[config.mk]
export PLATFORM = sky130hd
export DESIGN_NAME = dcm_prog_ctrl_flat
export DESIGN_NICKNAME = d
export VERILOG_FILES = /design/src/rtl/dcm_prog_if.sv /design/src/rtl/dcm_prog_ctrl.sv /design/src/flat_wrapper.sv
export SDC_FILE = /design/constraint.sdc
export NUM_CORES = 1
export LEC_CHECK = 0
export CAP_MARGIN = 10
export CORE_MARGIN = 4
export CORE_UTILIZATION = 50
export CTS_BUF_LIST = sky130_fd_sc_hd__clkbuf_4 sky130_fd_sc_hd__clkbuf_8
export DETAILED_ROUTE_END_ITERATION = 16
export DONT_BUFFER_PORTS = 1
export PLACE_DENSITY = 0.71
export SKIP_CTS_REPAIR_TIMING = 1
export SYNTH_ARGS = -nofsm -noshare
export SYNTH_HDL_FRONTEND = slang
export SYNTH_SLANG_ARGS = --single-unit
[constraint.sdc]
create_clock -name clk -period 2.65 [get_ports clk]
set_clock_uncertainty 0.2 [all_clocks]
set_input_delay 0.1325 -clock clk [delete_from_list [all_inputs] [get_ports clk]]
set_output_delay 0.1325 -clock clk [all_outputs]
set_load 0.01 [all_outputs]
[src/rtl/dcm_prog_if.sv]
// Handshake bundle between the board-side request logic, the program
// sequencer and the clock divider's program port.
interface dcm_prog_if;
    logic       inc;
    logic       dec;
    logic       set;
    logic [2:0] set_val;
    logic [2:0] prog_ack;
    logic [2:0] prog_req;
    logic       update;
    logic       busy;
    logic       err;
    logic [2:0] cur_sel;

    modport master (
        output inc, dec, set, set_val, prog_ack,
        input  prog_req, update, busy, err, cur_sel
    );

    modport slave (
        input  inc, dec, set, set_val, prog_ack,
        output prog_req, update, busy, err, cur_sel
    );
endinterface

[src/rtl/dcm_prog_ctrl.sv]
// Divider program sequencer: turns step/set requests into single update
// strobes, waits out the settle window, then verifies the echoed code.
module dcm_prog_ctrl #(
    parameter int SETTLE_CYCLES = 4,
    parameter int MAX_RETRY     = 2
) (
    input  logic       clk,
    input  logic       rst,
    dcm_prog_if.slave  bus
);
    typedef enum logic [1:0] {IDLE, ISSUE, SETTLE, CHECK} state_t;

    localparam logic [7:0] SETTLE_LOAD = 8'(SETTLE_CYCLES);
    localparam logic [2:0] RETRY_LIM   = 3'(MAX_RETRY);

    state_t     state;
    logic [7:0] settle_cnt;
    logic [2:0] retry_cnt;
    logic [2:0] target;

    logic       req_valid;
    logic [2:0] req_target;

    // NOTE: every combinational output gets a default first so no path
    // leaves it unassigned, which would otherwise infer a latch.
    always_comb begin
        req_valid  = 1'b0;
        req_target = bus.cur_sel;
        if (bus.set) begin
            req_valid  = 1'b1;
            req_target = bus.set_val;
        end else if (bus.inc && !bus.dec) begin
            req_valid  = 1'b1;
            req_target = (bus.cur_sel == 3'd7) ? 3'd7 : bus.cur_sel + 3'd1;
        end else if (bus.dec && !bus.inc) begin
            req_valid  = 1'b1;
            req_target = (bus.cur_sel == 3'd0) ? 3'd0 : bus.cur_sel - 3'd1;
        end
    end

    // NOTE: state and outputs use non-blocking assignments so every flop
    // samples the pre-edge values regardless of statement order.
    always_ff @(posedge clk or posedge rst) begin
        if (rst) begin
            state        <= IDLE;
            settle_cnt   <= 8'd0;
            retry_cnt    <= 3'd0;
            target       <= 3'd0;
            bus.prog_req <= 3'd0;
            bus.update   <= 1'b0;
            bus.busy     <= 1'b0;
            bus.err      <= 1'b0;
            bus.cur_sel  <= 3'd0;
        end else begin
            case (state)
                IDLE: begin
                    // A no-op target is only worth re-issuing to recover from an error.
                    if (req_valid && (req_target != bus.cur_sel || bus.err)) begin
                        target       <= req_target;
                        bus.err      <= 1'b0;
                        retry_cnt    <= 3'd0;
                        bus.prog_req <= req_target;
                        bus.update   <= 1'b1;
                        bus.busy     <= 1'b1;
                        state        <= ISSUE;
                    end
                end
                ISSUE: begin
                    bus.update <= 1'b0;
                    settle_cnt <= SETTLE_LOAD;
                    state      <= SETTLE;
                end
                SETTLE: begin
                    if (settle_cnt <= 8'd1) begin
                        state <= CHECK;
                    end
                    if (settle_cnt != 8'd0) begin
                        settle_cnt <= settle_cnt - 8'd1;
                    end
                end
                CHECK: begin
                    if (bus.prog_ack == target) begin
                        bus.cur_sel <= target;
                        bus.busy    <= 1'b0;
                        state       <= IDLE;
                    end else if (retry_cnt < RETRY_LIM) begin
                        retry_cnt    <= retry_cnt + 3'd1;
                        bus.prog_req <= target;
                        bus.update   <= 1'b1;
                        state        <= ISSUE;
                    end else begin
                        bus.err  <= 1'b1;
                        bus.busy <= 1'b0;
                        state    <= IDLE;
                    end
                end
                default: begin
                    bus.update <= 1'b0;
                    bus.busy   <= 1'b0;
                    state      <= IDLE;
                end
            endcase
        end
    end
endmodule

[src/flat_wrapper.sv]
// flat-port wrapper written by rule: the top's interface ports become plain ports
module dcm_prog_ctrl_flat 
#(
    parameter int SETTLE_CYCLES = 4,
    parameter int MAX_RETRY     = 2
)
  (clk, rst, bus_inc, bus_dec, bus_set, bus_set_val, bus_prog_ack, bus_prog_req, bus_update, bus_busy, bus_err, bus_cur_sel);
  dcm_prog_if bus_i ();
  input  logic clk;
  input  logic rst;
  input wire logic [$bits(bus_i.inc)-1:0] bus_inc;
  input wire logic [$bits(bus_i.dec)-1:0] bus_dec;
  input wire logic [$bits(bus_i.set)-1:0] bus_set;
  input wire logic [$bits(bus_i.set_val)-1:0] bus_set_val;
  input wire logic [$bits(bus_i.prog_ack)-1:0] bus_prog_ack;
  output wire logic [$bits(bus_i.prog_req)-1:0] bus_prog_req;
  output wire logic [$bits(bus_i.update)-1:0] bus_update;
  output wire logic [$bits(bus_i.busy)-1:0] bus_busy;
  output wire logic [$bits(bus_i.err)-1:0] bus_err;
  output wire logic [$bits(bus_i.cur_sel)-1:0] bus_cur_sel;
  assign bus_i.inc = bus_inc;
  assign bus_i.dec = bus_dec;
  assign bus_i.set = bus_set;
  assign bus_i.set_val = bus_set_val;
  assign bus_i.prog_ack = bus_prog_ack;
  assign bus_prog_req = bus_i.prog_req;
  assign bus_update = bus_i.update;
  assign bus_busy = bus_i.busy;
  assign bus_err = bus_i.err;
  assign bus_cur_sel = bus_i.cur_sel;
  dcm_prog_ctrl #(.SETTLE_CYCLES(SETTLE_CYCLES), .MAX_RETRY(MAX_RETRY)) u_core (.clk(clk), .rst(rst), .bus(bus_i));
endmodule
==> results of run 1 <==
==> state kept, by name, indices dropped and copies added, names as in the netlist <==
signal	flops
u_core.settle_cnt	8
u_core.retry_cnt	3
u_core.state	2
u_core.bus.err	1
u_core.bus.cur_sel	3
u_core.target	3
u_core.bus.update	1
u_core.bus.busy	1
u_core.bus.prog_req	3
==> worst max-delay path by stage <==
stage                     startpoint                      to  slack [ns]
4_1_cts        u_core.bus.cur_sel[0]         u_core.state[1]       -0.14
5_1_grt        u_core.bus.cur_sel[1]         u_core.state[1]       -0.18
2_1_floorplan  u_core.bus.cur_sel[0]     u_core.retry_cnt[1]       0.002
6_report       u_core.bus.cur_sel[1]  u_core.bus.prog_req[2]       -0.08
3_3_place_gp   u_core.bus.cur_sel[0]  u_core.bus.prog_req[0]       -0.03
3_5_place_dp   u_core.bus.cur_sel[0]  u_core.bus.prog_req[1]       -0.11
==> per-layer routing <==
| metal | share of wire | wire length [µm] |
|---|---|---|
| met4 | 0.021 | 77 |
| met3 | 0.053 | 197 |
| met1 | 0.45 | 1670 |
| met2 | 0.48 | 1800 |
| met5 | 0 | 0 |
==> final cells by class <==
type	count	area, µm²	share of cell area
Clock buffer	4	30.0	0.0147
Inverter	18	67.6	0.0330
Multi-Input combinational cell	124	1070	0.525
Sequential cell	25	626	0.306
Timing Repair Buffer	24	193	0.0942
Tap cell	44	55.1	0.0269
==> report_power, final <==
group / total [µW] / switching [µW] / internal, µW
clock: 188 / 119 / 69.4
combinational: 1480 / 706 / 770
sequential: 744 / 193 / 552
total: 2410 / 1020 / 1390
==> cells by family (layout without fill, tap and decap cells) <==
group,Yosys count,count (layout),share of synthesized area
AO/OA/AOI/OAI,35,35,0.170
buffers and inverters,22,46,0.0546
AND/OR/NAND/NOR,55,55,0.175
flip-flops,25,25,0.374
multiplexers,9,9,0.0598
adder cells (fa/ha/maj),14,14,0.105
XOR/XNOR,11,11,0.0620
==> worst min-delay path, delay by kind of cell <==
family                 cells  cell delay [ns]
AOI/OAI and AO/OA          1             0.08
buffers and inverters      1             0.11
muxes                      1             0.13
and+or+nand+nor            1             0.07
==> layout by cell type, fill, tap and decap left out, types with 2 or more instances in the layout <==
cell           Yosys  routed
nor2b_2            1       2
nor3_1             6       6
xor2_1             6       6
dlygate4sd3_1      0       2
clkbuf_4           0       4
nor2_1            12      12
mux2_4             0       6
inv_1             18      16
nor2b_1            4       3
ha_1              14      11
inv_2              0       2
nand2b_1           6       6
ha_4               0       2
nand3b_1           2       2
o21a_1             3       3
buf_4              0      20
buf_6              1       2
nand2_1           12      12
dfrtp_1           25      25
xnor2_1            4       4
nand3_1            3       3
mux2_2             2       2
o21ai_0           13      12
==> stage by stage <==
step / setup slack (ns) / total power, µW / cell area, µm²
floorplan: 0.00230 / 1570 / 1690
global placement: -0.0278 / 1880 / 1850
detailed placement: -0.109 / 1950 / 1850
CTS: -0.143 / 2140 / 1880
global route: -0.179 / 2610 / 2040
finish: -0.0787 / 2410 / 2040
==> results.toml, run 1 <==
[run_status]
status = "complete, but fails checks"
violations = "negative setup slack"

[logic_synthesis]
synth_nets = 196
ys_seq_elements = 25
synth.most_common_cell = "dfrtp_1"
synth_cell_types = 49
synth-seq-area-share = 0.374
synthTopCellsByArea = "dfrtp_1 37%, ha_1 10%, inv_1 4.0%, mux2_1 4.0%, o21ai_0 3.9%"
netlist_instances = 171
ys.flop_type = "dfrtp_1"
synth_warnings = 0
ys_async_sr_fraction = 1.00
synth_area_leader_cell = "dfrtp_1"
synth.avg_cell_area_um2 = 9.79
synth_common_cells = "25 x dfrtp_1, 18 x inv_1, 14 x ha_1"
synth_edf_count = 0
synth_top_area_frac = 0.374
synth_area_um2 = 1670

[global_routing]
met3_usage = 0.0476
gr-total-overflow = 0
top_usage_layer = "met2"
grt_pass1_wl_um = 6210
grt_pass1_vias = 1347
track_usage = 0.187
use_met2 = 0.320
gr-usage-met1 = 0.210
antenna_found_initial = 0
grt_start_max_net_pins = 26

[worst_setup_path]
reg2reg_slack_ns = -0.08
end_kind = "flip-flop"
r2r-start = "u_core.bus.cur_sel[1]"
critPathRequiredTime_ns = 2.68
r2r_cells = 11
cp_slowest_cell = "dfrtp_1"
critPathLaunchType = "flip-flop"
crit_chain = "inv_2, ha_4, inv_1, ha_4, nor4b_4, a221oi_2, xnor2_1, nand4_1, o21ai_4, nor4_4, mux2_4"
cp.depth = 11
r2r-end = "u_core.bus.prog_req[2]"
critPathTopFamily = "simple AND/OR/NAND/NOR gates"
cpMostUsedCell = "ha_4"
crit_arrival_ns = 2.76
cp_num_buf_inv = 2
slowest_delay_ns = 0.44
crit_path_max_fanout = 8
path_class = "reg2reg"

[timing]
slew_headroom = 0.370
hold_violations = 0
setup_tns_ns = -0.365
worst_pin_slew_ns = 0.944
rsz0062_at_grt = "yes"
fin_crit_sh = 1.03
fin_ws_ns = -0.0787
timing.fmax_ghz = 0.366
period_needed_ns = 2.73
setup-violations-final = 10
holdWs_ns = 0.00691
drv_slew = 0

[placed_design]
place_inst = 228
port_buffers = 0
place.gp.congestion = 0.798
place_hpwl_um = 2700

[die]
fp.dieW_um = 65.9
ios = 20
die-area_um2 = 4340
start_util = 0.535
die_y_um = 65.9
core_area_um2 = 3130
rows = 20

[clock_tree]
cts_buffers = 3
root_buffer = "clkbuf_4"
clock-sinks = 25
clkTransAtPathRegs_ns = 0.14
clk_latency_ns = 0.33
tritoncts = "yes"
htreeDepth = 1
clock_path_buffers = 2

[routing]
dr.pass1.iters = 5
drt_wl_total_um = 3750
drc_errors = 0
dr.first_iter.drc_count = 36
wl_per_cell_um = 15.7
ant_nets = 0
via_count = 1336
vias_per_cell = 5.59

[power]
ir_worst_vdd_v = 0.000588
powerDensity_nw_per_um2 = 1180
p_leak_uw = 0.000927

[finish]
area_delta_synth_final_pct = 22.1
nNetsFinal = 221
final_layout_size_suffix_gt1_frac = 0.282
final_cells = 239
post-route-util = 0.654
diodes = 0
fillCellCount = 245

[min_path]
holdCritStartpoint = "bus_set_val[1]"
hold_depth = 4
min_delay_worst_endpoint = "u_core.target[1]"
hold_path_class = "in2reg"

[run]
max_cap_viol_count = 0
Note: power is estimated with default switching activity, not from simulation.
==> run 2: changes to the inputs <==
--- a/config.mk
+++ b/config.mk
@@ -16,3 +16,4 @@
 export SYNTH_ARGS = -nofsm -noshare
 export SYNTH_HDL_FRONTEND = slang
 export SYNTH_SLANG_ARGS = --single-unit
+export TNS_END_PERCENT = 1
==> run 2 against run 1 <==
  * The flow still finishes with violations (negative setup slack)
  * Core utilization decreased by 0.36 points
  * Combinational power is essentially flat
  * Cell area fell by 0.55%
  * Hold slack better by 0.0021 ns
  * Worst setup slack worse by 0.0052 ns
  * Via count down 3.1%
  * Sequential share of layout area grew 0.17 points
  * Count of clock-buffer cells in the layout stayed put
  * Clock power hardly changed
  * Critical path depth did not move
  * Total power is 0.56% lower
  * Global-route usage unchanged
  * Largest cell class unchanged
==> results.toml, run 2 (same netlist as run 1, synthesis figures left out) <==
[die]
fp.dieW_um = 65.9
core_area_um2 = 3130
die_y_um = 65.9
die-area_um2 = 4340
start_util = 0.535
ios = 20
rows = 20

[finish]
final_common_cell = "dfrtp_1"
top_register = "u_core.settle_cnt"
final_cell_mix = "25 x dfrtp_1, 20 x buf_4, 16 x inv_1"
fillCellCount = 247
seqCellArea_um2 = 626
design_area_um2 = 2030
diodes = 0
area_delta_synth_final_pct = 21.4
multiInputGateArea_um2 = 1070
largest_register_ffs = 8
nNetsFinal = 220
final_layout_size_suffix_gt1_frac = 0.278

[run_status]
violations = "negative setup slack"
status = "complete, but fails checks"

[timing]
timing.fmax_ghz = 0.366
holdWs_ns = 0.00902
hold_violations = 0
slew_headroom = 0.369
setup-violations-final = 7
rsz0062_at_grt = "yes"
fin_ws_ns = -0.0838
period_needed_ns = 2.73
worst_pin_slew_ns = 0.945
fin_crit_sh = 1.03
drv_slew = 0

[worst_setup_path]
cp.depth = 11
critPathLaunchType = "flip-flop"
end_kind = "flip-flop"
slowest_delay_ns = 0.44
critPathRequiredTime_ns = 2.68
crit_chain = "inv_2, ha_4, inv_1, ha_4, nor4b_4, a221oi_2, xnor2_1, nand4_1, o21ai_4, nor4_4, mux2_4"
crit_arrival_ns = 2.77
cp_num_buf_inv = 2
crit_path_max_fanout = 8
cp_slowest_cell = "dfrtp_1"
r2r_cells = 11
critPathTopFamily = "simple AND/OR/NAND/NOR gates"
cpMostUsedCell = "ha_4"
path_class = "reg2reg"

[routing]
drt_wl_total_um = 3720
wl_per_cell_um = 15.6
ant_nets = 0
drc_errors = 0
via_count = 1295
dr.pass1.iters = 4
vias_per_cell = 5.44
dr.first_iter.drc_count = 42

[global_routing]
gr-total-overflow = 0
grt_pass1_vias = 1347
grt_start_max_net_pins = 26
grt_pass1_wl_um = 6210
antenna_found_initial = 0
track_usage = 0.187

[clock_tree]
clk_latency_ns = 0.33
cts_buffers = 3
clock-sinks = 25
clkTransAtPathRegs_ns = 0.14
clock_path_buffers = 2
root_buffer = "clkbuf_4"
tritoncts = "yes"
htreeDepth = 1

[min_path]
hold_depth = 3
hold_path_class = "in2reg"

[power]
p_leak_uw = 0.000921
powerDensity_nw_per_um2 = 1180
ir_worst_vdd_v = 0.000584

[run]
max_cap_viol_count = 0

[placed_design]
port_buffers = 0
placed_cell_area_um2 = 1850
place_ws_ns = -0.109
place.gp.congestion = 0.798
place_hpwl_um = 2700
-- run 2: power breakdown --
| part | internal (µW) | switching (µW) | total (µW) |
|---|---|---|---|
| registers | 552 | 191 | 742 |
| logic | 759 | 706 | 1470 |
| clock network | 69.3 | 118 | 188 |
| total | 1380 | 1010 | 2400 |
-- run 2: worst reg2reg max path, stage by stage (launching register included) --
cell	delay, ns
dfrtp_1	0.44
inv_2	0.11
ha_4	0.16
inv_1	0.07
ha_4	0.16
nor4b_4	0.26
a221oi_2	0.08
xnor2_1	0.23
nand4_1	0.18
o21ai_4	0.34
nor4_4	0.09
mux2_4	0.32
-- run 2: per-stage QoR --
stage	std cells	util	setup TNS, ns	total power (µW)
after floorplan	171	-	0	1570
after global placement	228	0.592	-0.0840	1880
after detailed placement	228	0.592	-0.522	1950
after CTS	232	0.601	-0.865	2140
after global routing	238	0.650	-1.56	2600
final	238	0.650	-0.406	2400
-- run 2: path summary, 6_finish.rpt --
path / start / endpoint / slack (ns)
min: bus_set / u_core.target[0] / 0.009
max reg2reg: u_core.bus.cur_sel[1] / u_core.bus.prog_req[2] / -0.08
min in group asynchronous: rst / u_core.settle_cnt[1] / 0.24
min reg2reg: u_core.settle_cnt[0] / u_core.settle_cnt[0] / 0.36
max in group asynchronous: rst / u_core.retry_cnt[1] / 1.43
max: u_core.bus.cur_sel[1] / u_core.bus.prog_req[2] / -0.08
-- run 2: routing by layer --
| layer | vias up | share of wire | wire [µm] | GRT usage |
|---|---|---|---|---|
| met4 | 0 | 0.019 | 69 | 0.0984 |
| met1 | 612 | 0.45 | 1670 | 0.210 |
| met2 | 31 | 0.49 | 1820 | 0.320 |
| li1 | 644 | - | - | - |
| met5 | - | 0 | 0 | 0 |
| met3 | 8 | 0.044 | 164 | 0.0476 |
-- run 2: area by class of cell --
class / instances / share of cell area
repair buffers: 23 / 0.0892
multi-input cells: 124 / 0.528
flip-flops and latches: 25 / 0.308
well taps: 44 / 0.0271
inverters: 18 / 0.0332
clock buffers: 4 / 0.0148
